[src/rtl/match_logger.sv]
`default_nettype none
// ============================================================================
// Module   : match_logger
// Brief    : Counts rising edges of a match signal and logs their timestamps
//            into a small FIFO that is drained through a valid/ready port.
// Revision : 1.0 - initial release
// ============================================================================
module match_logger #(
  parameter int TS_W  = 16,
  parameter int DEPTH = 4,
  parameter int CNT_W = 8
) (
  input  logic                   clk,
  input  logic                   rstn,
  input  logic                   match_in,
  input  logic                   en,
  input  logic                   clr,
  output logic                   ts_valid,
  input  logic                   ts_ready,
  output logic [TS_W-1:0]        ts_data,
  output logic [$clog2(DEPTH):0] level,
  output logic [CNT_W-1:0]       match_cnt,
  output logic                   overflow
);

  localparam int AW = $clog2(DEPTH);
  localparam int PW = AW + 1;

  logic [TS_W-1:0]  r_ts;
  logic             r_prev;
  logic [PW-1:0]    r_wptr;
  logic [PW-1:0]    r_rptr;
  logic [CNT_W-1:0] r_cnt;
  logic             r_ovf;
  logic [TS_W-1:0]  r_mem [DEPTH];

  logic w_event;
  logic w_full;
  logic w_empty;
  logic w_pop;
  logic w_push;
  logic w_drop;

  assign w_event = match_in & ~r_prev & en;
  assign w_empty = (r_wptr == r_rptr);
  assign w_full  = (r_wptr[AW] != r_rptr[AW]) && (r_wptr[AW-1:0] == r_rptr[AW-1:0]);
  assign w_pop   = ~w_empty & ts_ready & ~clr;
  // A pop in the same cycle frees the slot, so a full FIFO can still accept.
  assign w_push  = w_event & ~clr & (~w_full | w_pop);
  assign w_drop  = w_event & ~clr & w_full & ~w_pop;

  always_ff @(posedge clk or negedge rstn) begin
    if (!rstn) begin
      r_prev <= 1'b0;
    end else begin
      r_prev <= match_in;
    end
  end

  always_ff @(posedge clk or negedge rstn) begin
    if (!rstn) begin
      r_ts <= '0;
    end else if (clr) begin
      r_ts <= '0;
    end else begin
      r_ts <= r_ts + TS_W'(1);
    end
  end

  always_ff @(posedge clk or negedge rstn) begin
    if (!rstn) begin
      r_wptr <= '0;
      r_rptr <= '0;
      r_cnt  <= '0;
      r_ovf  <= 1'b0;
    end else if (clr) begin
      r_wptr <= '0;
      r_rptr <= '0;
      r_cnt  <= '0;
      r_ovf  <= 1'b0;
    end else begin
      if (w_push) begin
        r_wptr <= r_wptr + PW'(1);
      end
      if (w_pop) begin
        r_rptr <= r_rptr + PW'(1);
      end
      if (w_event && !(&r_cnt)) begin
        r_cnt <= r_cnt + CNT_W'(1);
      end
      if (w_drop) begin
        r_ovf <= 1'b1;
      end
    end
  end

  // Storage carries no reset; stale contents are masked by the empty gate.
  always_ff @(posedge clk) begin
    if (w_push) begin
      r_mem[r_wptr[AW-1:0]] <= r_ts;
    end
  end

  assign ts_valid  = ~w_empty;
  assign ts_data   = w_empty ? '0 : r_mem[r_rptr[AW-1:0]];
  assign level     = r_wptr - r_rptr;
  assign match_cnt = r_cnt;
  assign overflow  = r_ovf;

endmodule
`default_nettype wire

[config.mk]
export PLATFORM = sky130hd
export DESIGN_NAME = match_logger
export DESIGN_NICKNAME = d
export VERILOG_FILES = /design/src/rtl/match_logger.sv
export SDC_FILE = /design/constraint.sdc
export NUM_CORES = 1
export LEC_CHECK = 0
export CAP_MARGIN = 20
export CELL_PAD_IN_SITES_DETAIL_PLACEMENT = 1
export CELL_PAD_IN_SITES_GLOBAL_PLACEMENT = 2
export CORE_ASPECT_RATIO = 1.2
export CORE_MARGIN = 5
export CORE_UTILIZATION = 45
export DETAILED_ROUTE_END_ITERATION = 10
export GPL_ROUTABILITY_DRIVEN = 0
export GPL_TIMING_DRIVEN = 0
export PLACE_DENSITY_LB_ADDON = 0.1
export SYNTH_ARGS = -nofsm -noshare
export SYNTH_HDL_FRONTEND = slang
export SYNTH_SLANG_ARGS = --single-unit
[constraint.sdc]
create_clock -name clk -period 4 [get_ports clk]
set_input_delay 0.4 -clock clk [delete_from_list [all_inputs] [get_ports clk]]
set_output_delay 0.4 -clock clk [all_outputs]
set_load 0.05 [all_outputs]
==> out/summary.txt <==
Antenna-violating nets left -> 0
Drt initial violations -> 70
Vias -> 2,603
Ys async rst share -> 33.3%
Syn Nets -> 309
Slowest CP cell -> clkdlybuf4s50_1
Critical Path Sink Type -> primary output
Row count -> 39
Worst rel slew slack -> 50.1%
Top cell by count, worst path -> buf_2
Crit path max fanout -> 10
Htree depth -> 3
Mapped cell area -> 4310 um^2
Count of final hold-check violations -> 0
Crit start category -> flip-flop
Final min period -> 3590 ps
Core area -> 9470 um^2
Final core utilization -> 53.8%
Final period utilization -> 89.7%
Root buf cell -> clkbuf_16
Nets -> 354
Register area share after synthesis -> 63.1%
Synth top area cells -> edfxtp_1, dfrtp_1, mux4_2
Number of diodes -> 0
Setup TNS -> 0 ps
Synth Flop Type -> edfxtp_1
Number of global-route vias before repair -> 2,748
Synth Register Bits -> 96
RSZ-0062 raised after global routing -> false
Leak -> 1.79 nW
Post-route DRC -> 0
Area Growth Syn to Fin -> 18.0%
Final setup violation count -> 0
Drt via density -> 5.59
Most common cell after layout, fill and taps aside -> edfxtp_1
Status -> completed
Worst Path Required -> 3600 ps
Register Area -> 2720 um^2
TritonCTS buffer count -> 9
I/O Pins -> 35
Worst-path clk slew -> 60 ps
Number of fill cells -> 947
CP Cell Sequence -> buf_2, buf_2, inv_1, ha_1, nand2_1, nor2_4, buf_2, nor2b_1, clkdlybuf4s50_1
I/O Buffers -> 34
Die width -> 99.4 um
Fraction of layout cells with a size suffix above 1 -> 16.0%
Top cell type by total area after synthesis -> edfxtp_1
Yosys warns -> 0
Worst Skew -> 6.08 ps
VDD IR max -> 0.199 mV
Initial antenna violation count -> 0
Gate Count Post-Synth -> 293
Synth unique cells -> 53
CTS tree -> built
First-pass GRT wire length -> 14,600 um
Skew-Pair Late Insertion Delay -> 340 ps
CP peak stage delay -> 700 ps
Die height -> 117 um
Die Area -> 11,600 um^2
HP Class -> in -> async
DR WL/cell -> 18.7 um
Synth top area share -> 44.6%
Total GRT Usage -> 16.6%
Max Slew Vio Count -> 0
Kind of critical path -> reg -> out
Buf/Inv on CP -> 5
Post-CTS Hold Buffers -> 0
Congestion Overflow GR -> 0
CP arrival -> 3190 ps
Initial Utilization -> 45.5%
Max_cap viols -> 0
Pin count of the biggest net entering global routing -> 33
Initial DRT Pass Iterations -> 4
Post-synth EDFFs -> 64
Area occupied by multi-input gates -> 1480 um^2
Crit path max-delay family -> buffers and inverters
Most frequent cells in the layout -> edfxtp_1, clkdlybuf4s50_1, dfrtp_1, nor2b_1, mux4_2
Slew at the pin with the worst max-slew slack -> 748 ps
PD cells -> 486 nW/um^2
Fmax -> 279 MHz
Sink Count -> 96
Post-Route WL -> 8720 um
Max Buffers Root-to-Sink -> 2
Mean post-synth cell area -> 14.7 um^2
DP Wirelength -> 5980 um
==> worst paths after layout <==
path / startpoint / endpoint / slack (ps) / depth (start not counted)
hold / removal: rstn / r_wptr[0]$_DFFE_PN0P_ / 120 / 1
max in group asynchronous: rstn / r_ts[9]$_DFF_PN0_ / 3390 / 1
hold reg to reg: overflow$_DFFE_PN0P_ / overflow$_DFFE_PN0P_ / 520 / 2
min in group clk: overflow$_DFFE_PN0P_ / overflow$_DFFE_PN0P_ / 520 / 2
setup reg to reg: r_rptr[1]$_DFFE_PN0P_ / r_mem[2][10]$_DFFE_PP_ / 1070 / 7
setup / recovery: r_rptr[1]$_DFFE_PN0P_ / ts_data[12] / 410 / 9
==> Yosys cell counts, types with 6 or more instances <==
cell type and instances:
edfxtp_1 64, dfrtp_1 32, nor2b_1 24, mux4_2 16, nor2_1 14, a21oi_1 12
inv_1 12, nand2_1 11, ha_1 9, mux2_2 6
==> per-stage QoR <==
step	hold WS, ps	setup WS, ps	instance area [um^2]	power (W)	instances
finish	119	413	5090	0.00247	466
global route	184	171	5090	0.00258	466
CTS	155	136	5080	0.00250	466
detailed placement	500	504	4800	0.00168	450
global placement	506	525	4810	0.00167	450
floorplan	104	1430	4310	0.00150	293
==> metal layers <==
layer,vias up,GRT usage (%),wire length [um]
met5,-,0,0
met2,44,28.9,4590
met4,0,6.56,144
met3,10,2.73,243
li1,1208,-,-
met1,1341,20.7,3740
==> logic make-up (layout without fill, tap and decap cells) <==
kind of cell | count (synthesis) | count (layout) | synth area share, %
DFF | 96 | 96 | 63.1
and+or+nand+nor | 94 | 94 | 12.9
AOI/OAI and AO/OA | 36 | 36 | 5.80
muxes | 26 | 26 | 11.0
buffers and inverters | 25 | 75 | 2.67
adders and majority gates | 10 | 10 | 3.08
xor gates and xnor gates | 6 | 6 | 1.39
==> layout make-up <==
class | count | area share [%]
clock inverters | 3 | 0.836
clock buffers | 13 | 4.72
well taps | 123 | 3.02
plain buffers | 13 | 1.38
multi-input cells | 172 | 29.1
flip-flops and latches | 96 | 53.5
inverters | 12 | 0.885
repair buffers | 34 | 6.59
==> registers in the layout, summed over array words and instances, names as in the netlist <==
signal     count
match_cnt      8
overflow       1
r_mem         64
r_prev         1
r_rptr         3
r_ts          16
r_wptr         3
==> power by group <==
part | internal (W) | switching (W) | leakage (nW)
combinational | 0.000205 | 0.000361 | 0.645
sequential | 0.00107 | 0.0000149 | 1.01
clock | 0.000484 | 0.000340 | 0.134
total | 0.00176 | 0.000715 | 1.79
==> what timing repair did <==
item	4_1_cts	5_1_grt
endpoints found under the setup margin	0	3
gates resized for setup	0	1
setup buffers	0	0
Note: power is estimated with default switching activity, not from simulation.
